<file path="config.mk">
export PLATFORM = sky130hd
export DESIGN_NAME = crc_frame_serializer
export DESIGN_NICKNAME = d
export VERILOG_FILES = /design/src/rtl/crc_frame_serializer.sv
export SDC_FILE = /design/constraint.sdc
export NUM_CORES = 1
export LEC_CHECK = 0
export CORE_MARGIN = 3
export CORE_UTILIZATION = 40
export CTS_CLUSTER_SIZE = 12
export DETAILED_ROUTE_END_ITERATION = 12
export GPL_ROUTABILITY_DRIVEN = 0
export PLACE_DENSITY = 0.62
export SLEW_MARGIN = 10
export SYNTH_ARGS = -nofsm -noshare
export SYNTH_HDL_FRONTEND = slang
export SYNTH_SLANG_ARGS = --single-unit
</file>
<file path="constraint.sdc">
create_clock -name Clk -period 1.9 [get_ports Clk]
set_input_delay 0.285 -clock Clk [delete_from_list [all_inputs] [get_ports Clk]]
set_output_delay 0.285 -clock Clk [all_outputs]
set_load 0.01 [all_outputs]
</file>
<file path="src/rtl/crc_frame_serializer.sv">
// -----------------------------------------------------------------------------
// crc_frame_serializer
// Byte-to-serial framer that feeds a serial CRC-8 generator. Frame words are
// accepted over a valid/ready handshake and shifted out LSB first on Data while
// Active is high. After the last bit, Active is held low for CRC_W cycles so the
// generator can shift its CRC out, then Crc_Clr pulses for one cycle so the
// generator's LFSR is reseeded before the next frame.
// -----------------------------------------------------------------------------
`timescale 1ns/1ps

module crc_frame_serializer #(
    parameter int DATA_W = 8,
    parameter int CRC_W  = 8,
    parameter int LEN_W  = 8
) (
    input  logic              Clk,
    input  logic              Rst,
    input  logic [DATA_W-1:0] In_Data,
    input  logic              In_Valid,
    input  logic              In_Last,
    output logic              In_Ready,
    output logic              Data,
    output logic              Active,
    output logic              Busy,
    output logic              Frame_Done,
    output logic [LEN_W-1:0]  Frame_Len,
    output logic              Underrun,
    output logic              Crc_Clr
);

    // Counter widths; a width of at least one bit keeps degenerate parameters legal.
    localparam int BIT_CW  = (DATA_W > 1) ? $clog2(DATA_W) : 1;
    localparam int TAIL_CW = (CRC_W  > 1) ? $clog2(CRC_W)  : 1;

    localparam logic [BIT_CW-1:0]  BIT_LAST  = BIT_CW'(DATA_W - 1);
    localparam logic [TAIL_CW-1:0] TAIL_LAST = TAIL_CW'(CRC_W - 1);
    localparam logic [BIT_CW-1:0]  BIT_ZERO  = {BIT_CW{1'b0}};
    localparam logic [TAIL_CW-1:0] TAIL_ZERO = {TAIL_CW{1'b0}};
    localparam logic [LEN_W-1:0]   LEN_ONE   = LEN_W'(1);
    localparam logic [LEN_W-1:0]   LEN_MAX   = {LEN_W{1'b1}};

    // FSM encoding
    localparam logic [1:0] ST_IDLE  = 2'd0;
    localparam logic [1:0] ST_SHIFT = 2'd1;
    localparam logic [1:0] ST_TAIL  = 2'd2;
    localparam logic [1:0] ST_CLR   = 2'd3;

    // Word counter increment that sticks at its maximum value.
    function automatic logic [LEN_W-1:0] sat_inc(input logic [LEN_W-1:0] value);
        logic [LEN_W-1:0] result;
        if (value == LEN_MAX) begin
            result = value;
        end else begin
            result = value + LEN_ONE;
        end
        return result;
    endfunction

    // Registered state
    logic [1:0]         state_r;
    logic [DATA_W-1:0]  shift_r;
    logic               last_r;
    logic [BIT_CW-1:0]  bit_cnt_r;
    logic [TAIL_CW-1:0] tail_cnt_r;
    logic [LEN_W-1:0]   word_cnt_r;
    logic               data_r;
    logic               active_r;
    logic [LEN_W-1:0]   frame_len_r;
    logic               frame_done_r;
    logic               underrun_r;
    logic               crc_clr_r;

    // Next-state values
    logic [1:0]         state_s;
    logic [DATA_W-1:0]  shift_s;
    logic               last_s;
    logic [BIT_CW-1:0]  bit_cnt_s;
    logic [TAIL_CW-1:0] tail_cnt_s;
    logic [LEN_W-1:0]   word_cnt_s;
    logic               data_s;
    logic               active_s;
    logic [LEN_W-1:0]   frame_len_s;
    logic               frame_done_s;
    logic               underrun_s;
    logic               crc_clr_s;

    // Handshake decode
    logic               in_ready_s;
    logic               busy_s;
    logic               take_s;

    // Ready/busy decode from the current state; ready in SHIFT only on the final
    // bit of a word that is not flagged last, so the next word follows gaplessly.
    always_comb begin
        in_ready_s = 1'b0;
        busy_s     = 1'b1;
        case (state_r)
            ST_IDLE: begin
                in_ready_s = 1'b1;
                busy_s     = 1'b0;
            end
            ST_SHIFT: begin
                busy_s = 1'b1;
                if ((bit_cnt_r == BIT_LAST) && !last_r) begin
                    in_ready_s = 1'b1;
                end else begin
                    in_ready_s = 1'b0;
                end
            end
            ST_TAIL: begin
                in_ready_s = 1'b0;
                busy_s     = 1'b1;
            end
            ST_CLR: begin
                in_ready_s = 1'b0;
                busy_s     = 1'b1;
            end
            default: begin
                in_ready_s = 1'b0;
                busy_s     = 1'b1;
            end
        endcase
        take_s = In_Valid & in_ready_s;
    end

    // Next-state and datapath logic for the framing FSM.
    always_comb begin
        state_s      = state_r;
        shift_s      = shift_r;
        last_s       = last_r;
        bit_cnt_s    = bit_cnt_r;
        tail_cnt_s   = tail_cnt_r;
        word_cnt_s   = word_cnt_r;
        data_s       = data_r;
        active_s     = active_r;
        frame_len_s  = frame_len_r;
        frame_done_s = 1'b0;
        underrun_s   = 1'b0;
        crc_clr_s    = 1'b0;

        case (state_r)
            ST_IDLE: begin
                if (take_s) begin
                    // bit 0 goes straight to the output register; the rest queue up
                    shift_s    = In_Data >> 1;
                    last_s     = In_Last;
                    data_s     = In_Data[0];
                    active_s   = 1'b1;
                    bit_cnt_s  = BIT_ZERO;
                    word_cnt_s = LEN_ONE;
                    state_s    = ST_SHIFT;
                end else begin
                    data_s   = 1'b0;
                    active_s = 1'b0;
                end
            end

            ST_SHIFT: begin
                if (bit_cnt_r != BIT_LAST) begin
                    data_s    = shift_r[0];
                    shift_s   = shift_r >> 1;
                    bit_cnt_s = bit_cnt_r + BIT_CW'(1);
                end else if (take_s) begin
                    // back-to-back word: Active stays high across the boundary
                    shift_s    = In_Data >> 1;
                    last_s     = In_Last;
                    data_s     = In_Data[0];
                    active_s   = 1'b1;
                    bit_cnt_s  = BIT_ZERO;
                    word_cnt_s = sat_inc(word_cnt_r);
                    state_s    = ST_SHIFT;
                end else begin
                    // either a clean end of frame or a missing word; in both cases
                    // the CRC tail covers what has been sent so far
                    underrun_s = ~last_r;
                    data_s     = 1'b0;
                    active_s   = 1'b0;
                    tail_cnt_s = TAIL_ZERO;
                    state_s    = ST_TAIL;
                end
            end

            ST_TAIL: begin
                data_s   = 1'b0;
                active_s = 1'b0;
                if (tail_cnt_r == TAIL_LAST) begin
                    frame_done_s = 1'b1;
                    crc_clr_s    = 1'b1;
                    frame_len_s  = word_cnt_r;
                    state_s      = ST_CLR;
                end else begin
                    tail_cnt_s = tail_cnt_r + TAIL_CW'(1);
                end
            end

            ST_CLR: begin
                data_s   = 1'b0;
                active_s = 1'b0;
                state_s  = ST_IDLE;
            end

            default: begin
                data_s   = 1'b0;
                active_s = 1'b0;
                state_s  = ST_IDLE;
            end
        endcase
    end

    // State and output registers with synchronous reset; a mid-frame reset
    // abandons the frame without a tail or completion pulse.
    always_ff @(posedge Clk) begin
        if (Rst) begin
            state_r      <= ST_IDLE;
            shift_r      <= {DATA_W{1'b0}};
            last_r       <= 1'b0;
            bit_cnt_r    <= BIT_ZERO;
            tail_cnt_r   <= TAIL_ZERO;
            word_cnt_r   <= {LEN_W{1'b0}};
            data_r       <= 1'b0;
            active_r     <= 1'b0;
            frame_len_r  <= {LEN_W{1'b0}};
            frame_done_r <= 1'b0;
            underrun_r   <= 1'b0;
            crc_clr_r    <= 1'b0;
        end else begin
            state_r      <= state_s;
            shift_r      <= shift_s;
            last_r       <= last_s;
            bit_cnt_r    <= bit_cnt_s;
            tail_cnt_r   <= tail_cnt_s;
            word_cnt_r   <= word_cnt_s;
            data_r       <= data_s;
            active_r     <= active_s;
            frame_len_r  <= frame_len_s;
            frame_done_r <= frame_done_s;
            underrun_r   <= underrun_s;
            crc_clr_r    <= crc_clr_s;
        end
    end

    assign In_Ready   = in_ready_s;
    assign Busy       = busy_s;
    assign Data       = data_r;
    assign Active     = active_r;
    assign Frame_Done = frame_done_r;
    assign Frame_Len  = frame_len_r;
    assign Underrun   = underrun_r;
    assign Crc_Clr    = crc_clr_r;

endmodule

</file>
==> flow_summary.ini <==
[synthesis]
ys_top_cells_by_area = dfxtp_1, a21oi_1, nor2_1
synthFlopType = dfxtp_1
synth-edff-count = 0
yosysWarnings = 0
synth-seq-area-share_pct = 43.9
synth_top_area_share_pct = 43.9
yosys.area.top_type = dfxtp_1
synthCells = 193
synth_area_um2 = 1690
synth_common_cells = dfxtp_1, a21oi_1, nor2_1
syn-num-nets = 210
ys_ff_latch = 37
syn_area_per_cell_um2 = 8.74
synthDistinctLibCells = 39
synth_most_common_cell = dfxtp_1
async_flop_share_pct = 0

[critical_path]
crit_arrival_ps = 1920
crit_buf_inv = 1
crit_required_ps = 2070
cp_cell_sequence = ha_1, ha_1, nand2b_2, buf_4, a211oi_4, nand3_1, mux2_4
start_kind = flip-flop
critPathTopFamily = flip-flops
endpoint_kind = flip-flop
path_common_cell = ha_1
crit_type = reg -> reg
crit_fanout = 5
cp_slowest_stage_delay_ps = 360
crit_slowest_cell = dfxtp_1

[global_route]
grt_usage_pct = 15.9
grt_pass1_wl_um = 6460
overflow = 0
grtUsageMet3_pct = 3.98
use_met2_pct = 23.7
antenna_found_initial = 0
grt_most_used_layer = met2
grt_max_degree = 19
grt_pass1_vias = 1414
grt_util_met1_pct = 21.9

[cells_and_area]
syn_to_final_growth_pct = 23.3
drive_gt1_share_pct = 11.3
final_cell_area_um2 = 2080
fin_nets = 239
antenna_cells = 0

[clocking]
numClockSinks = 37
cts_hold_buf = 0
cts_buffers = 5
htreeDepth = 2
clock-root-buffer = clkbuf_8
cts_tree = built
cts.reportedPaths.clkPinSlew_ps = 70
clk_latency_ps = 280
clk_path_buf_depth = 2

[sta]
max_freq_mhz = 573
tightest_slew_ps = 416
min_period_ps = 1740
clock_skew_ps = 4.65
hold_viol = 0
slew_headroom_pct = 72.3
finalSetupTns_ps = 0
rsz0062_at_grt = no
finalCritPeriodShare_pct = 91.8
drv_slew = 0
setup_viol = 0

[floorplanning]
num_rows = 22
pin_count = 27
die_area_um2 = 5030
die_y_um = 70.9
die_w_um = 70.9
core_area_um2 = 3850
start_util_pct = 43.8

[routing]
drc = 0
post_drt_wl_per_cell_um = 13.5
drt-total-wl_um = 3660
drt_iter0_drc = 71
vias = 1475
ant_nets = 0
first_pass_iters = 4
avgViaCountPerCell = 5.46

[power_and_ir_drop]
ir_drop_mv = 0.536
leakagePower_nw = 0.772
p_per_area_nw_per_um2 = 730

[outcome]
status = completed

[placement]
hpwlAfterDp_um = 2620
port_buffers = 26
place_area_um2 = 1990

[run]
max_cap_violations = 0

[worst_hold_path]
worst_hold_path_type = reg -> reg
## layer usage
layer | vias up | routed length (µm) | share of wire (%)
met5 | - | 0 | 0
met4 | 0 | 34 | 0.93
met3 | 4 | 152 | 4.2
met2 | 37 | 1650 | 45
met1 | 700 | 1820 | 50
li1 | 734 | - | -
## path summary, 6_finish.rpt
| kind | start | end | slack, ps | cells past startpoint |
|---|---|---|---|---|
| worst min register to register | shift_r[7] | shift_r[7] | 470 | 2 |
| worst max-delay path | bit_cnt_r[0] | word_cnt_r[6] | 160 | 7 |
| worst max register to register | bit_cnt_r[0] | word_cnt_r[6] | 160 | 7 |
| worst min-delay path | shift_r[7] | shift_r[7] | 470 | 2 |
## power breakdown
part / internal [mW] / switching [mW] / total, mW
registers: 0.797 / 0.0142 / 0.811
clock network: 0.288 / 0.254 / 0.542
logic: 0.0737 / 0.0919 / 0.166
total: 1.16 / 0.361 / 1.52
## tightest hold or removal path, stage by stage, from the launching register on
cell     delay, ps
dfxtp_1        320
nand2_1         60
nor3_1          40
## layout make-up
cell class	count	area [µm²]
fillers	366	1770
multi-input cells	136	838
flip-flops and latches	37	742
repair buffers	35	327
clock buffers	7	86.3
well taps	48	60.1
inverters	7	26.3
## state kept, by name, summed over array words and instances (netlist names), named ones only
register	count
Active	1
Crc_Clr	1
Data	1
Frame_Len	8
Underrun	1
bit_cnt_r	3
last_r	1
shift_r	8
state_r	1
tail_cnt_r	3
word_cnt_r	8
## timing repair
| item | in CTS | in global routing |
|---|---|---|
| resized for setup | 1 | 1 |
| hold endpoints to repair | 0 | 0 |
| setup buffers | 0 | 0 |
| endpoints found under the setup margin | 1 | 1 |
## kinds of logic (layout without fill, tap and decap cells)
family / after synthesis / count (layout) / share of synthesized area (%)
AO/OA/AOI/OAI: 48 / 48 / 18.9
multiplexers: 6 / 6 / 4.23
adder cells (fa/ha/maj): 5 / 5 / 3.71
AND/OR/NAND/NOR: 76 / 76 / 22.3
XOR/XNOR: 1 / 1 / 0.519
buffers and inverters: 20 / 49 / 6.38
flip-flops: 37 / 37 / 43.9
## cells in the final DEF, fill, tap and decap left out, drive strengths merged, types with 5 or more instances in the layout
cell type / n
a22oi: 7
ha: 5
nand3: 16
a21oi: 29
nor2: 27
nor3: 5
nand2b: 5
dfxtp: 37
clkbuf: 7
buf: 9
clkdlybuf4s50: 25
inv: 7
nand2: 11
## per-stage QoR
stage	hold slack (ps)	total power, mW	worst slack, ps	util [%]	std cells
floorplan	364	0.930	252	-	193
global placement	422	0.987	151	51.7	263
detailed placement	455	0.995	134	51.7	263
CTS	466	1.54	15.9	53.9	270
global route	491	1.59	46.6	54.0	270
finish	467	1.52	155	54.0	270
Note: power is estimated with default switching activity, not from simulation.
